### config.mk
export PLATFORM = sky130hd
export DESIGN_NAME = seq_convolve_flat
export DESIGN_NICKNAME = d
export VERILOG_FILES = /design/src/rtl/conv_pkg.sv /design/src/rtl/seq_convolve_if.sv /design/src/rtl/conv_mac.sv /design/src/rtl/seq_convolve.sv /design/src/flat_wrapper.sv
export SDC_FILE = /design/constraint.sdc
export NUM_CORES = 1
export LEC_CHECK = 0
export CORE_UTILIZATION = 55
export DETAILED_ROUTE_END_ITERATION = 6
export PLACE_DENSITY = 0.75
export RECOVER_POWER = 50
export SLEW_MARGIN = 20
export SYNTH_ARGS = -nofsm -noshare
export SYNTH_HDL_FRONTEND = slang
export SYNTH_SLANG_ARGS = --single-unit
### constraint.sdc
create_clock -name clk -period 11.2 [get_ports clk]
set_input_delay 1.68 -clock clk [delete_from_list [all_inputs] [get_ports clk]]
set_output_delay 1.68 -clock clk [all_outputs]
set_load 0.02 [all_outputs]
### src/rtl/conv_pkg.sv
// Shared types and helpers for the sequential convolver: FSM state encoding and
// accumulator sizing.
package conv_pkg;

    typedef enum logic [1:0] {
        StLoad,
        StMac,
        StOut
    } conv_state_e;

    // Wide enough for N products of two DW-bit unsigned samples.
    function automatic int unsigned acc_width(input int unsigned dw, input int unsigned n);
        return 2 * dw + $clog2(n);
    endfunction

endpackage

### src/rtl/seq_convolve_if.sv
// Sample-load and result-stream handshake bundle for seq_convolve.
interface seq_convolve_if #(
    parameter int unsigned DW = 4,
    parameter int unsigned N  = 8,
    parameter int unsigned OW = 4
);
    localparam int unsigned IW = $clog2(2 * N - 1);

    logic          in_valid;
    logic          in_ready;
    logic [DW-1:0] in_x;
    logic [DW-1:0] in_h;
    logic          out_valid;
    logic          out_ready;
    logic [OW-1:0] out_data;
    logic [IW-1:0] out_idx;
    logic          out_last;
    logic          busy;

    modport master (
        output in_valid, in_x, in_h, out_ready,
        input  in_ready, out_valid, out_data, out_idx, out_last, busy
    );

    modport slave (
        input  in_valid, in_x, in_h, out_ready,
        output in_ready, out_valid, out_data, out_idx, out_last, busy
    );

endinterface

### src/rtl/conv_mac.sv
// Pipelined multiply-accumulate: product registered one cycle, then summed into
// an ACCW-bit accumulator. clr_i empties both the pipeline and the sum.
module conv_mac #(
    parameter int unsigned DW   = 4,
    parameter int unsigned ACCW = 11
) (
    input  logic            clk_i,
    input  logic            rst_i,
    input  logic            clr_i,
    input  logic            en_i,
    input  logic [DW-1:0]   a_i,
    input  logic [DW-1:0]   b_i,
    output logic [ACCW-1:0] acc_o
);

    logic [2*DW-1:0] prod_q;
    logic            pvld_q;
    logic [ACCW-1:0] acc_q;

    always_ff @(posedge clk_i) begin
        if (rst_i || clr_i) begin
            prod_q <= '0;
            pvld_q <= 1'b0;
            acc_q  <= '0;
        end else begin
            prod_q <= a_i * b_i;
            pvld_q <= en_i;
            if (pvld_q) begin
                acc_q <= acc_q + ACCW'(prod_q);
            end
        end
    end

    assign acc_o = acc_o_w();

    function automatic logic [ACCW-1:0] acc_o_w();
        return acc_q;
    endfunction

endmodule

### src/rtl/seq_convolve.sv
// Sequential full linear convolution of two N-sample vectors, one product per cycle.
// Define SEQ_CONVOLVE_SAT_EN to saturate out_data instead of truncating it.
module seq_convolve #(
    parameter int unsigned DW = 4,
    parameter int unsigned N  = 8,
    parameter int unsigned OW = 4
) (
    input logic           clk,
    input logic           rst,
    seq_convolve_if.slave bus
);
    import conv_pkg::*;

    localparam int unsigned ACCW = acc_width(DW, N);
    localparam int unsigned IW   = $clog2(2 * N - 1);
    localparam int unsigned NW   = $clog2(N);

    conv_state_e     state_q, state_d;
    logic [NW-1:0]   ld_q, ld_d;
    logic [IW-1:0]   k_q, k_d, k_nxt, j;
    logic [NW-1:0]   i_q, i_d;
    logic            drain_q, drain_d;
    logic [DW-1:0]   x_q [N];
    logic [DW-1:0]   h_q [N];
    logic            in_fire, out_fire, last_beat, last_term, last_k;
    logic            mac_clr, mac_en;
    logic [ACCW-1:0] acc;

    function automatic logic [NW-1:0] term_lo(input logic [IW-1:0] k);
        return (k >= IW'(N - 1)) ? NW'(k - IW'(N - 1)) : '0;
    endfunction

    function automatic logic [NW-1:0] term_hi(input logic [IW-1:0] k);
        return (k >= IW'(N - 1)) ? NW'(N - 1) : NW'(k);
    endfunction

    assign in_fire   = (state_q == StLoad) && bus.in_valid;
    assign out_fire  = (state_q == StOut) && bus.out_ready;
    assign last_beat = (ld_q == NW'(N - 1));
    assign last_term = (i_q == term_hi(k_q));
    assign last_k    = (k_q == IW'(2 * N - 2));
    assign k_nxt     = k_q + IW'(1);
    assign j         = k_q - IW'(i_q);

    always_ff @(posedge clk) begin
        if (rst) state_q <= StLoad;
        else     state_q <= state_d;
    end

    always_comb begin
        state_d = state_q;
        unique case (state_q)
            StLoad:  if (in_fire && last_beat) state_d = StMac;
            StMac:   if (drain_q) state_d = StOut;
            StOut:   if (bus.out_ready) state_d = last_k ? StLoad : StMac;
            default: state_d = StLoad;
        endcase
    end

    always_comb begin
        bus.in_ready  = (state_q == StLoad);
        bus.out_valid = (state_q == StOut);
        bus.busy      = (state_q != StLoad);
        bus.out_last  = (state_q == StOut) && last_k;
        bus.out_idx   = k_q;
        mac_en        = (state_q == StMac) && !drain_q;
        mac_clr       = (in_fire && last_beat) || out_fire;
    end

    // One extra drain cycle in MAC lets the last registered product land in acc.
    always_comb begin
        ld_d    = ld_q;
        k_d     = k_q;
        i_d     = i_q;
        drain_d = drain_q;
        unique case (state_q)
            StLoad: if (in_fire) begin
                ld_d    = last_beat ? '0 : ld_q + NW'(1);
                k_d     = '0;
                i_d     = '0;
                drain_d = 1'b0;
            end
            StMac: begin
                if (drain_q)        drain_d = 1'b0;
                else if (last_term) drain_d = 1'b1;
                else                i_d     = i_q + NW'(1);
            end
            StOut: if (bus.out_ready) begin
                k_d = last_k ? '0 : k_nxt;
                i_d = last_k ? '0 : term_lo(k_nxt);
            end
            default: ;
        endcase
    end

    always_ff @(posedge clk) begin
        if (rst) begin
            ld_q    <= '0;
            k_q     <= '0;
            i_q     <= '0;
            drain_q <= 1'b0;
        end else begin
            ld_q    <= ld_d;
            k_q     <= k_d;
            i_q     <= i_d;
            drain_q <= drain_d;
        end
    end

    always_ff @(posedge clk) begin
        if (in_fire && !rst) begin
            x_q[ld_q] <= bus.in_x;
            h_q[ld_q] <= bus.in_h;
        end
    end

    conv_mac #(
        .DW   (DW),
        .ACCW (ACCW)
    ) u_mac (
        .clk_i (clk),
        .rst_i (rst),
        .clr_i (mac_clr),
        .en_i  (mac_en),
        .a_i   (x_q[i_q]),
        .b_i   (h_q[j[NW-1:0]]),
        .acc_o (acc)
    );

    logic unused_j_hi;
    assign unused_j_hi = ^j[IW-1:NW];

`ifdef SEQ_CONVOLVE_SAT_EN
    localparam logic [ACCW-1:0] SatMax = ACCW'((2 ** OW) - 1);
    assign bus.out_data = (acc > SatMax) ? {OW{1'b1}} : acc[OW-1:0];
`else
    logic unused_acc_hi;
    assign unused_acc_hi = ^acc[ACCW-1:OW];
    assign bus.out_data  = acc[OW-1:0];
`endif

endmodule

### src/flat_wrapper.sv
// flat-port wrapper written by rule: the top's interface ports become plain ports
module seq_convolve_flat import conv_pkg::*;
#(
    parameter int unsigned DW = 4,
    parameter int unsigned N  = 8,
    parameter int unsigned OW = 4
)
  (clk, rst, bus_in_valid, bus_in_x, bus_in_h, bus_out_ready, bus_in_ready, bus_out_valid, bus_out_data, bus_out_idx, bus_out_last, bus_busy);
  seq_convolve_if #(.DW(DW), .N(N), .OW(OW)) bus_i ();
  input logic clk;
  input logic rst;
  input wire logic [$bits(bus_i.in_valid)-1:0] bus_in_valid;
  input wire logic [$bits(bus_i.in_x)-1:0] bus_in_x;
  input wire logic [$bits(bus_i.in_h)-1:0] bus_in_h;
  input wire logic [$bits(bus_i.out_ready)-1:0] bus_out_ready;
  output wire logic [$bits(bus_i.in_ready)-1:0] bus_in_ready;
  output wire logic [$bits(bus_i.out_valid)-1:0] bus_out_valid;
  output wire logic [$bits(bus_i.out_data)-1:0] bus_out_data;
  output wire logic [$bits(bus_i.out_idx)-1:0] bus_out_idx;
  output wire logic [$bits(bus_i.out_last)-1:0] bus_out_last;
  output wire logic [$bits(bus_i.busy)-1:0] bus_busy;
  assign bus_i.in_valid = bus_in_valid;
  assign bus_i.in_x = bus_in_x;
  assign bus_i.in_h = bus_in_h;
  assign bus_i.out_ready = bus_out_ready;
  assign bus_in_ready = bus_i.in_ready;
  assign bus_out_valid = bus_i.out_valid;
  assign bus_out_data = bus_i.out_data;
  assign bus_out_idx = bus_i.out_idx;
  assign bus_out_last = bus_i.out_last;
  assign bus_busy = bus_i.busy;
  seq_convolve #(.DW(DW), .N(N), .OW(OW)) u_core (.clk(clk), .rst(rst), .bus(bus_i));
endmodule
==> summary.txt <==
Synth
  • Netlist cell types: between 40 and 50
  • Sequential element share of the synthesized area: 59.3%
  • Cells after Synth: 286
  • Synth area leader: edfxtp_1
  • Syn Nets: 319
  • Synth Flop Type: edfxtp_1
  • FFs w/ async S/R, synth: 0%
  • Mapped Area: 0.00408 sq mm
  • Synthesis warning total: 0
  • Number of synthesized flops with an enable pin: 64
  • Commonest cells post-synth: edfxtp_1 (64), nor2_1 (27), dfxtp_1 (25)
  • Seq cells post-synth: ~90
  • Most common cell in the netlist: edfxtp_1
  • Top cell type's share of synthesized area: between 40 and 50%
  • Synth area leaders: edfxtp_1 (47%), dfxtp_1 (12%), ha_1 (5.8%)
  • Syn Area/Cell: 14.3 sq um

Run status
  • Status: complete, no violations

STA
  • Rel. slew slack: 37.7%
  • Max Slew Vio Count: 0
  • Clock skew: around 0.012 ns
  • Fmax: 230 MHz
  • RSZ-0062 raised after global routing: no
  • Hold Vio Cnt, Final: 0
  • Tmin final: roughly 4.4 ns
  • Worst-margin pin slew: 0.931 ns
  • Count of final setup violators: 0
  • Tcrit/Tclk final: about two fifths
  • Setup TNS: 0 ns

Worst hold path
  • Hold depth: 2
  • Min-Delay Path Class: register to register
  • Endpoint with the worst hold slack: u_core.u_mac.acc_o[3]
  • Hold path startpoint: u_core.u_mac.acc_o[3]

Critical path
  • Data arrival, critical path: 4.61 ns
  • Crit Path Class: register to register
  • Reg2reg end: u_core.u_mac.prod_q[3]
  • R2R Setup Slk: 6.84 ns
  • CP Launch Type: register
  • CP required: 11.45 ns
  • Max FO, Critical Path: 13
  • Worst R2R Start: u_core.bus.out_idx[0]
  • R2R cell count: 12
  • Crit. End Element: register

Cells and area
  • Nets: approximately 350
  • Antenna diode count: 0
  • Layout cell share with drive strength beyond 1: 9.78%
  • Area growth, synth to finish: 12.5%
  • Final-layout fill cell count: 569
  • Final instance area: ~0.0046 sq mm

Die
  • Starting density of the core: 56.6%
  • Rows: 31
  • I/O pins: 24
  • Die height: roughly 88 um
  • Die width: around 88 um
  • Core Area: between 0.007 and 0.008 sq mm
  • Die footprint: around 0.008 sq mm

Routing
  • Vias: 2313
  • Post-route ant nets: 0
  • DR iter-0 viols: 122
  • Avg WL per Cell: 17.3 um
  • DRC: 0
  • Via-to-Cell Ratio: 5.56
  • TritonRoute pass-1 iters: 4
  • Drt total wl: a little over 7 mm

Place
  • Final GP Congestion: just over 0.8
  • DP HPWL: 4.99 mm
  • Placed inst area: 0.00440 sq mm
  • PortBufs: 23

Clock tree
  • Clk_lat worst skew: 0.36 ns
  • Num Clock Sinks: 89
  • Post-CTS Setup Bufs: 0
  • CTS resizes: 0
  • Clk root buf: clkbuf_8
  • CTS tree: built
  • Inserted Clock Buffers: 9
  • Clock slew at reported path FFs: 0.10 ns
  • Largest buffer count on any clock path: 2
  • Hold Buf Count CTS: 0
  • H-tree depth: 3

Power and ir drop
  • Sequential power share: about 60%
  • Psw: about 0.00014 W
  • Pwr/cell area: 130 mW/mm^2
  • Worst vdd ir: 0.108 mV
  • Leakage Power: 1.58 nW
  • Combinational power share: 4.2%
  • Clock share of power: 35.7%
  • Switching share of power: 23.7%
  • Internal power: between 0.0004 and 0.0005 W

GRT
  • First-pass GRT wire length: ~12 mm
  • Largest net degree at the start of global routing: 21
  • Vias in the first global route: 2295
  • Antenna violations before repair: 0
  • Total GRT Usage: 21.1%
  • Overflow after GRT: 0

Flow run
  • Max-cap violations: 0
## power groups by stage
| stage | clock [W] | sequential, W | combinational, W |
|---|---|---|---|
| global route | 0.000231 | 0.000359 | 0.0000277 |
| CTS | 0.000216 | 0.000359 | 0.0000258 |
| floorplan | 0 | 0.000366 | 0.0000147 |
| detailed placement | 0 | 0.000366 | 0.0000256 |
| finish | 0.000213 | 0.000359 | 0.0000249 |
| global placement | 0 | 0.000366 | 0.0000246 |
## logic make-up after synthesis
kind of cell	count (synthesis)	synth area share (%)
flip-flops	89	59.3
AND/OR/NAND/NOR	70	8.40
AO/OA/AOI/OAI	44	6.92
multiplexers	28	12.9
buffers and inverters	23	2.57
adder cells (fa/ha/maj)	21	6.80
XOR/XNOR	11	3.06
## metrics by stage
step / total power [W] / util [%] / setup slack, ns / hold WS [ns] / instances
floorplan: 0.000380 / - / 7.06 / 0.472 / 286
global placement: 0.000391 / 60.9 / 6.89 / 0.469 / 400
detailed placement: 0.000392 / 61.0 / 6.88 / 0.484 / 400
CTS: 0.000601 / 63.7 / 6.84 / 0.497 / 416
global route: 0.000618 / 63.7 / 6.54 / 0.524 / 416
finish: 0.000596 / 63.7 / 6.84 / 0.492 / 416
## layout make-up
type                            instances  area, sq um  share of cell area, %
Sequential cell                        89         2420                   52.7
Multi-Input combinational cell        174         1560                   34.0
Timing Repair Buffer                   24          238                   5.17
Clock buffer                            9          124                   2.70
Tap cell                               99          124                   2.70
Clock inverter                          7         73.8                   1.61
Inverter                               14         52.6                   1.14
## sequential cells by signal (all words and copies together), names as in the netlist, named ones only
register / flops
u_core.x_q: 32
u_core.u_mac.acc_o: 4
u_core.state_q: 2
u_core.u_mac.prod_q: 4
u_core.drain_q: 1
u_core.bus.out_idx: 4
u_core.i_q: 3
u_core.h_q: 32
u_core.u_mac.pvld_q: 1
u_core.ld_q: 3
## placed cells by master, fill, tap and decap left out, types with 9 or more instances in the layout
| cell type | n |
|---|---|
| mux2i_1 | 10 |
| ha_1 | 19 |
| clkbuf_8 | 9 |
| inv_1 | 14 |
| nand2_1 | 11 |
| clkdlybuf4s50_1 | 12 |
| dfxtp_1 | 25 |
| dlygate4sd3_1 | 11 |
| edfxtp_1 | 64 |
| a21oi_1 | 20 |
| nor2_1 | 27 |
## worst max-delay path, stage by stage (launching register included)
cell	delay, ns
dfxtp_1	0.61
inv_1	0.19
ha_1	0.62
mux4_1	0.63
mux2i_1	0.46
nor2_1	0.11
ha_1	0.33
ha_1	0.22
xnor2_1	0.14
xnor2_1	0.13
or3_1	0.37
and3_1	0.18
mux2_4	0.25
## how the worst max path moves through the flow
stage                                         to  depth (start not counted)                  start
after floorplan           u_core.u_mac.prod_q[3]                         17  u_core.bus.out_idx[0]
after global routing      u_core.u_mac.prod_q[3]                         12  u_core.bus.out_idx[0]
after global placement          u_core.x_q[0][2]                          3                    rst
after detailed placement  u_core.u_mac.prod_q[3]                         12  u_core.bus.out_idx[0]
final                     u_core.u_mac.prod_q[3]                         12  u_core.bus.out_idx[0]
after CTS                 u_core.u_mac.prod_q[3]                         12  u_core.bus.out_idx[0]
## per-layer routing
| metal | track usage, % | up-vias | part of all wire, % |
|---|---|---|---|
| met1 | 27.6 | 1113 | 46 |
| li1 | - | 1146 | - |
| met4 | 7.77 | 0 | 1.5 |
| met5 | 0 | - | 0 |
| met2 | 35.2 | 47 | 49 |
| met3 | 4.24 | 7 | 3.1 |
Power figures use the tool's default switching activity.
